[src/rtl/rams_sdp_3d_reader.sv]
// Purpose: bank-major read sequencer for the multi-bank SDP accumulation RAM, streaming words out with bank/addr/last tags.
// Latency: start in cycle t -> enb in t+1 -> doutb in t+2 -> m_valid in t+3; one word per cycle sustained after that.
// Backpressure: reads are issued only when the 4-entry output FIFO can still hold them, so it never overflows under any m_ready pattern.
module rams_sdp_3d_reader #(
    parameter int NUM_RAMS = 2,
    parameter int A_WID    = 10,
    parameter int D_WID    = 32,
    localparam int B_WID   = (NUM_RAMS > 1) ? $clog2(NUM_RAMS) : 1
) (
    input  logic                        clk,
    input  logic                        rst,
    input  logic                        start,
    input  logic [A_WID:0]              len,
    input  logic [NUM_RAMS-1:0]         bank_mask,
    output logic [NUM_RAMS-1:0]         enb,
    output logic [NUM_RAMS*A_WID-1:0]   addrb,
    input  logic [NUM_RAMS*D_WID-1:0]   doutb,
    output logic                        m_valid,
    input  logic                        m_ready,
    output logic [D_WID-1:0]            m_data,
    output logic [B_WID-1:0]            m_bank,
    output logic [A_WID-1:0]            m_addr,
    output logic                        m_last,
    output logic                        busy,
    output logic                        done
);

    typedef enum logic [1:0] {IDLE, RUN, DRAIN} state_t;

    typedef struct packed {
        logic [D_WID-1:0] data;
        logic [B_WID-1:0] bank;
        logic [A_WID-1:0] addr;
        logic             last;
    } beat_t;

    localparam logic [A_WID:0] LEN_ONE = {{A_WID{1'b0}}, 1'b1};

    state_t state_q, state_d;

    // Sweep parameters and walk pointer (pointer always names the next read to issue in RUN)
    logic [A_WID:0]        len_q;
    logic [NUM_RAMS-1:0]   mask_q;
    logic [B_WID-1:0]      cur_bank;
    logic [A_WID-1:0]      cur_addr;

    // Issue decode
    logic                  start_ok, start_go, start_empty;
    logic                  issue, credit_ok, done_d;
    logic [A_WID:0]        use_len;
    logic [NUM_RAMS-1:0]   use_mask;
    logic [B_WID-1:0]      first_bank, iss_bank, nxt_bank;
    logic [A_WID-1:0]      iss_addr;
    logic                  bank_end, nxt_found, iss_final;
    logic [NUM_RAMS-1:0]   enb_d;

    // Read pipeline: stage 1 = enb/addrb registered, stage 2 = doutb valid
    logic [NUM_RAMS-1:0]   enb_q;
    logic [A_WID-1:0]      addr_q;
    logic                  s1_vld, s1_last;
    logic [B_WID-1:0]      s1_bank;
    logic                  s2_vld, s2_last;
    logic [B_WID-1:0]      s2_bank;
    logic [A_WID-1:0]      s2_addr;
    logic [1:0]            pend;

    // Output FIFO
    beat_t                 mem [4];
    beat_t                 head, push_beat;
    logic [1:0]            wr_ptr, rd_ptr;
    logic [2:0]            fifo_cnt;
    logic                  push, pop;
    logic                  done_q;

    assign pend     = {1'b0, s1_vld} + {1'b0, s2_vld};
    assign push     = s2_vld;
    assign head     = mem[rd_ptr];
    assign m_valid  = (fifo_cnt != 3'd0);
    assign pop      = m_valid & m_ready;
    assign m_data   = head.data;
    assign m_bank   = head.bank;
    assign m_addr   = head.addr;
    assign m_last   = head.last;
    assign enb      = enb_q;
    assign addrb    = {NUM_RAMS{addr_q}};
    assign done     = done_q;
    assign busy     = (state_q != IDLE);

    // Credit check: words already queued + reads in flight + this read must fit, counting this cycle's pop
    assign credit_ok = (({1'b0, fifo_cnt} + {2'b00, pend} + 4'd1) <= (4'd4 + {3'b000, pop}));

    // Lowest enabled bank of the incoming mask, used as the first bank of a new sweep
    always_comb begin
        first_bank = '0;
        for (int i = NUM_RAMS - 1; i >= 0; i--) begin
            if (bank_mask[i]) first_bank = B_WID'(i);
        end
    end

    // Select the read to issue this cycle and work out where the walk goes after it
    always_comb begin
        if (state_q == IDLE) begin
            use_len  = len;
            use_mask = bank_mask;
            iss_bank = first_bank;
            iss_addr = '0;
        end else begin
            use_len  = len_q;
            use_mask = mask_q;
            iss_bank = cur_bank;
            iss_addr = cur_addr;
        end
        bank_end  = ({1'b0, iss_addr} == (use_len - LEN_ONE));
        nxt_bank  = iss_bank;
        nxt_found = 1'b0;
        for (int i = NUM_RAMS - 1; i >= 0; i--) begin
            if (use_mask[i] && (i > int'(iss_bank))) begin
                nxt_bank  = B_WID'(i);
                nxt_found = 1'b1;
            end
        end
        iss_final = bank_end && !nxt_found;
    end

    // FSM state register
    always_ff @(posedge clk or posedge rst) begin
        if (rst) state_q <= IDLE;
        else     state_q <= state_d;
    end

    // FSM next-state: the first read goes out in the start cycle itself, so a one-word sweep jumps straight to DRAIN
    always_comb begin
        state_d = state_q;
        case (state_q)
            IDLE:    if (start_go) state_d = iss_final ? DRAIN : RUN;
            RUN:     if (issue && iss_final) state_d = DRAIN;
            DRAIN:   if (pop && head.last) state_d = IDLE;
            default: state_d = IDLE;
        endcase
    end

    // FSM outputs: read issue, one-hot enable, and done request
    always_comb begin
        start_ok    = (state_q == IDLE) && start;
        start_empty = start_ok && ((len == '0) || (bank_mask == '0));
        start_go    = start_ok && !start_empty;
        issue       = start_go || ((state_q == RUN) && credit_ok);
        done_d      = start_empty || ((state_q == DRAIN) && pop && head.last);
        enb_d       = '0;
        for (int i = 0; i < NUM_RAMS; i++) begin
            if (issue && (int'(iss_bank) == i)) enb_d[i] = 1'b1;
        end
    end

    // Latch sweep parameters on start and advance the walk pointer on every issued read
    always_ff @(posedge clk or posedge rst) begin
        if (rst) begin
            len_q    <= '0;
            mask_q   <= '0;
            cur_bank <= '0;
            cur_addr <= '0;
        end else if (issue) begin
            if (start_go) begin
                len_q  <= len;
                mask_q <= bank_mask;
            end
            if (bank_end) begin
                cur_addr <= '0;
                cur_bank <= nxt_bank;
            end else begin
                cur_addr <= iss_addr + 1'b1;
                cur_bank <= iss_bank;
            end
        end
    end

    // Read pipeline: carry bank/addr/last alongside the RAM's one-cycle read latency
    always_ff @(posedge clk or posedge rst) begin
        if (rst) begin
            enb_q   <= '0;
            addr_q  <= '0;
            s1_vld  <= 1'b0;
            s1_bank <= '0;
            s1_last <= 1'b0;
            s2_vld  <= 1'b0;
            s2_bank <= '0;
            s2_addr <= '0;
            s2_last <= 1'b0;
        end else begin
            enb_q  <= enb_d;
            s1_vld <= issue;
            if (issue) begin
                addr_q  <= iss_addr;
                s1_bank <= iss_bank;
                s1_last <= iss_final;
            end
            s2_vld  <= s1_vld;
            s2_bank <= s1_bank;
            s2_addr <= addr_q;
            s2_last <= s1_last;
        end
    end

    always_comb begin
        push_beat      = '0;
        push_beat.data = doutb[int'(s2_bank) * D_WID +: D_WID];
        push_beat.bank = s2_bank;
        push_beat.addr = s2_addr;
        push_beat.last = s2_last;
    end

    // Output FIFO storage and pointers; push and pop may coincide even when full
    always_ff @(posedge clk or posedge rst) begin
        if (rst) begin
            for (int i = 0; i < 4; i++) mem[i] <= '0;
            wr_ptr   <= '0;
            rd_ptr   <= '0;
            fifo_cnt <= '0;
        end else begin
            if (push) begin
                mem[wr_ptr] <= push_beat;
                wr_ptr      <= wr_ptr + 2'd1;
            end
            if (pop) rd_ptr <= rd_ptr + 2'd1;
            if (push && !pop)      fifo_cnt <= fifo_cnt + 3'd1;
            else if (!push && pop) fifo_cnt <= fifo_cnt - 3'd1;
        end
    end

    // done pulses the cycle after the final transfer, or after an empty start
    always_ff @(posedge clk or posedge rst) begin
        if (rst) done_q <= 1'b0;
        else     done_q <= done_d;
    end

endmodule

[config.mk]
export PLATFORM = sky130hd
export DESIGN_NAME = rams_sdp_3d_reader
export DESIGN_NICKNAME = d
export VERILOG_FILES = /design/src/rtl/rams_sdp_3d_reader.sv
export SDC_FILE = /design/constraint.sdc
export NUM_CORES = 1
export LEC_CHECK = 0
export ABC_CLOCK_PERIOD_IN_PS = 8850
export CORE_ASPECT_RATIO = 2
export CORE_MARGIN = 3
export CORE_UTILIZATION = 55
export DETAILED_ROUTE_END_ITERATION = 10
export PLACE_DENSITY = 0.77
export SLEW_MARGIN = 20
export SYNTH_ARGS = -nofsm -noshare
export SYNTH_HDL_FRONTEND = slang
export SYNTH_SLANG_ARGS = --single-unit
export TNS_END_PERCENT = 30
[constraint.sdc]
create_clock -name clk -period 8.85 [get_ports clk]
set_clock_uncertainty 0.05 [all_clocks]
set_input_delay 1.77 -clock clk [delete_from_list [all_inputs] [get_ports clk]]
set_output_delay 1.77 -clock clk [all_outputs]
set_load 0.01 [all_outputs]
==> results of run 1 <==
==> flip-flops by register name (all words and copies together), names as in the netlist <==
signal,cells
addr_q,10
cur_addr,10
cur_bank,1
done,1
enb,2
fifo_cnt,3
len_q,11
mask_q,1
mem,176
push,1
rd_ptr,2
s1_bank,1
s1_last,1
s1_vld,1
s2_addr,10
s2_bank,1
s2_last,1
state_q,2
wr_ptr,2
==> area by class of cell <==
type                       instances  area (µm²)
tap                              259         324
clock buffer                      29         606
fill                            1480        6260
sequential                       237        5940
clock inverter                     7        68.8
timing repair buffer             159        1590
inverter                          17        71.3
multi-input combinational        604        4520
==> cell families (layout without fill, tap and decap cells) <==
logic type / after synthesis / after routing / share of synthesized area
compound gates: 185 / 185 / 0.0942
simple gates: 235 / 235 / 0.0932
xor+xnor: 29 / 29 / 0.0235
flops: 237 / 237 / 0.548
mux: 142 / 142 / 0.189
fa+ha+maj: 13 / 13 / 0.0164
buf+inv: 85 / 212 / 0.0350
==> stage by stage <==
step	worst slack [ns]	utilization	hold WS [ns]
after floorplan	0.527	-	0.304
after global placement	4.23	0.641	0.319
after detailed placement	4.16	0.641	0.325
after CTS	4.21	0.675	0.337
after global routing	4.11	0.677	0.349
final	4.28	0.677	0.337
==> metal layers <==
| metal | share of wire | up-vias | global-route usage |
|---|---|---|---|
| li1 | - | 3454 | - |
| met1 | 0.36 | 3663 | 0.244 |
| met2 | 0.56 | 197 | 0.424 |
| met3 | 0.043 | 78 | 0.0335 |
| met4 | 0.041 | 0 | 0.100 |
| met5 | 0 | - | 0 |
==> power by group through the flow <==
stage          registers [mW]  logic, mW  clock network (mW)
2_1_floorplan            1.81       1.73                   0
3_3_place_gp             2.00       2.38                   0
6_report                 1.99       2.43               0.890
5_1_grt                  2.08       2.67               0.956
4_1_cts                  2.01       2.46               0.913
3_5_place_dp             2.02       2.44                   0
==> cells in the final DEF, fill, tap and decap left out, types with 9 or more instances in the layout <==
cell type	synthesis	final
dfrtp_1	237	234
clkdlybuf4s50_1	0	149
buf_4	11	9
inv_1	15	14
mux2i_1	37	37
mux2_2	61	61
o21ai_0	145	145
ha_1	11	11
xnor2_1	21	21
nand2_1	174	170
mux4_2	44	44
clkbuf_16	0	21
nor2_1	14	14
==> worst min-delay path by stage <==
stage | startpoint | end | slack (ns) | cells past startpoint
after CTS | s1_last | s2_last | 0.34 | 0
final | s1_last | s2_last | 0.34 | 0
after global routing | s1_last | s2_last | 0.35 | 0
after floorplan | s1_vld | push | 0.30 | 0
after global placement | s1_last | s2_last | 0.32 | 0
after detailed placement | s1_last | s2_last | 0.32 | 0
==> flow_summary.yaml, run 1 <==
power:
  netSwitchingFraction: 0.369
  intPower_mw: 3.35
  peakVddDrop_mv: 0.412
  power_density_nw_per_um2: 405
  clkPwrFrac: 0.168
  switching_power_mw: 1.96
  power_mw: 5.31
  seqPwrFrac: 0.375
  power.share.combinational: 0.457
  p_leak_nw: 5.78
clock_network:
  holdBufCountCts: 0
  clock-sinks: 237
  numCtsBuffers: 21
  clkSlewWorstSetupHoldPaths_ns: 0.06
  clk_latency_ns: 0.48
  clock_path_buffers: 3
  cts.repair.resized: 0
  h-tree-depth: 1
  root_buffer: "clkbuf_16"
  postCtsSetupBuffers: 0
  cts_tree: "done"
sta:
  max_freq_mhz: 219
  fin_crit_ns: 4.57
  setup_viol: 0
  slew_headroom: 0.270
  rsz0062_at_grt: "false"
  fin_crit_sh: 0.516
  slew_violations: 0
  worst_pin_slew_ns: 1.10
  fin_setup_tns_ns: 0
  hold_violations: 0
synth:
  synth_edf_count: 0
  synth.largest_area_cell: "dfrtp_1"
  dominantRegCellSynth: "dfrtp_1"
  synth_top_area_share: 0.548
  seq_area_frac_synth: 0.548
  ys_warn_count: 0
  ys_types: 52
  synthMostInstantiatedCell: "dfrtp_1"
  synth-seq-cells: 237
  ys_async_sr_fraction: 1.00
  synth_area_um2: 10800
  ys_top_cells_by_count: "dfrtp_1 (237), nand2_1 (174), o21ai_0 (145)"
  synth_area_leaders: "dfrtp_1 (55%), mux4_2 (9.2%), o21ai_0 (6.7%)"
  synthCells: 926
  avgSynthCellArea_um2: 11.7
  synthesis.nets: 1020
run:
  maxCapViolCount: 0
global_routing:
  grt_max_degree: 149
  grt_pass1_wl_um: 38800
  grt_pass1_vias: 7931
  grt_usage: 0.224
  antenna_found_initial: 0
  grt-ovfl-total: 0
worst_setup_path:
  cp.required_ns: 7.03
  r2r_end: "cur_addr[9]"
  timing.critical_path.to: "m_data[26]"
  r2r_slack_ns: 5.44
  path_buf_inv: 1
  critPathMaxFanout: 46
  critical_path_class: "register to primary output"
  crit_path_cell_trace: "mux4_2, clkdlybuf4s50_1"
  crit_family: "flip-flops"
  max_stage_delay_ns: 1.04
  cp_slowest_cell: "dfrtp_4"
  reg2regPathDepth: 12
  cp_num_cells: 2
  cp-end-kind: "primary output"
  worstSetupStartpointType: "register"
  crit_start: "rd_ptr[0]"
  worstPathArrival_ns: 2.75
  r2r_start: "state_q[1]"
cells_and_area:
  drive_above_1_share: 0.159
  nNetsFinal: 1134
  final_area_um2: 13100
  instances_no_fill: 1312
  area.growth.synth_to_final_pct: 21.2
  diodes: 0
routing:
  drc: 0
  via_per_inst: 5.63
  firstDrtPassIters: 4
  drt-total-wl_um: 23600
  vias: 7392
  avgRoutedWirePerCell_um: 18.0
  ant_nets: 0
  drt-initial-drc-count: 304
die:
  die_x_um: 105
  coreArea_um2: 19400
  rows: 72
  initial_utilization: 0.558
  die_height_um: 204
  die-area_um2: 21500
  num_io_pins: 150
min_path:
  hold_path_class: "register to register"
outcome:
  status: "completed"
placement:
  portBuffers: 149
  place.gp.congestion: 0.880
  dp_hpwl_um: 15800
  place_area_um2: 12400
  place_inst: 1275
No activity file was read; power rests on OpenSTA's default activity.
==> run 2, diff against run 1 <==
ABC_CLOCK_PERIOD_IN_PS = 3900   (was 8850)
CORE_UTILIZATION = 50   (was 55)
PLACE_DENSITY = 0.74   (was 0.77)
clock period = 3.9 ns   (was 8.85 ns; I/O delays follow)
==> flow_summary.yaml, run 2 (same netlist as run 1, synthesis figures left out) <==
power:
  peakVddDrop_mv: 0.685
  power_density_nw_per_um2: 931
  p_leak_nw: 5.89
  power_mw: 12.4
routing:
  drt-total-wl_um: 24300
  avgRoutedWirePerCell_um: 18.2
  drc: 0
  vias: 7331
  ant_nets: 0
  via_per_inst: 5.49
  drt-initial-drc-count: 303
  firstDrtPassIters: 4
cells_and_area:
  drive_above_1_share: 0.172
  multi_input_area_um2: 4520
  seqCellArea_um2: 5940
  area.growth.synth_to_final_pct: 23.5
  top_register: "mem"
  diodes: 0
  reg_top3: "mem (176), len_q (11)"
  fillers: 1680
  nNetsFinal: 1147
  largest_reg_flops: 176
  final_cell_mix: "dfrtp_1 (234), nand2_1 (170), clkdlybuf4s50_1 (149), o21ai_0 (145), mux2_2 (61)"
  mostFrequentLayoutCell: "dfrtp_1"
  instances_no_fill: 1336
placement:
  dp_hpwl_um: 16800
  place_inst: 1299
  place.gp.congestion: 0.879
  portBuffers: 149
worst_setup_path:
  worstPathArrival_ns: 2.61
  critical_path_class: "register to primary output"
  critPathMaxFanout: 24
  cp.required_ns: 3.07
  worstSetupStartpointType: "register"
  cp-end-kind: "primary output"
sta:
  slew_headroom: 0.298
  worst_pin_slew_ns: 1.05
  slew_violations: 0
  setup_viol: 0
  fin_crit_ns: 3.44
  max_freq_mhz: 291
  hold_violations: 0
  rsz0062_at_grt: "false"
  fin_crit_sh: 0.882
  fin_setup_tns_ns: 0
global_routing:
  grt_usage: 0.213
  antenna_found_initial: 0
  grt_pass1_vias: 7914
  grt_pass1_wl_um: 39900
  grt-ovfl-total: 0
  grt_max_degree: 66
clock_network:
  clock-sinks: 237
  root_buffer: "clkbuf_16"
  holdBufCountCts: 0
  postCtsSetupBuffers: 0
  clock_path_buffers: 3
  cts.repair.resized: 0
  cts_tree: "done"
  clk_latency_ns: 0.49
  h-tree-depth: 1
  numCtsBuffers: 21
  clkSlewWorstSetupHoldPaths_ns: 0.07
die:
  rows: 75
  die_x_um: 110
  num_io_pins: 150
  die_height_um: 214
  die-area_um2: 23500
  initial_utilization: 0.512
  coreArea_um2: 21100
min_path:
  hold_path_class: "register to register"
outcome:
  status: "completed"
run:
  maxCapViolCount: 0
==> run 2: layer usage <==
| metal | up-vias | part of all wire | GRT usage |
|---|---|---|---|
| met4 | 0 | 0.037 | 0.0828 |
| met2 | 184 | 0.55 | 0.389 |
| met1 | 3612 | 0.37 | 0.246 |
| met3 | 51 | 0.043 | 0.0253 |
| met5 | - | 0 | 0 |
| li1 | 3484 | - | - |
==> run 2: worst max-delay path: stages (launching register included) <==
cell and delay [ns]:
dfrtp_4 0.75, buf_4 0.30, mux4_2 0.54, clkdlybuf4s50_1 0.50
==> run 2: final cells by class <==
cell class / count / area share
Tap cell: 269 / 0.0252
Sequential cell: 237 / 0.445
Multi-Input combinational cell: 604 / 0.338
Clock inverter: 12 / 0.0111
Clock buffer: 25 / 0.0435
Inverter: 17 / 0.00506
Timing Repair Buffer: 172 / 0.132
==> run 2: report_power, final <==
group | total [mW] | internal (mW) | leakage, nW | switching [mW]
sequential | 4.51 | 3.59 | 2.92 | 0.918
combinational | 5.75 | 3.01 | 2.62 | 2.74
clock | 2.17 | 1.27 | 0.351 | 0.904
total | 12.4 | 7.87 | 5.89 | 4.56
==> run 2: metrics by stage <==
step	utilization	hold WS (ns)	instance area, µm²	setup WS (ns)
finish	0.632	0.337	13400	0.458
global route	0.632	0.346	13400	0.336
CTS	0.632	0.341	13400	0.401
detailed placement	0.598	0.322	12600	0.354
global placement	0.598	0.311	12600	0.431
floorplan	-	0.304	10800	-0.0359
==> run 2: final timing paths <==
path	end	from	slack (ns)	cells after the start
setup / recovery	m_addr[8]	rd_ptr[0]	0.46	3
hold / removal	s2_last	s1_last	0.34	0
setup reg to reg	state_q[0]	state_q[0]	0.66	11
hold reg to reg	s2_last	s1_last	0.34	0
max in group asynchronous	addr_q[3]	rst	2.46	3
min in group asynchronous	mem[149]	rst	0.60	2
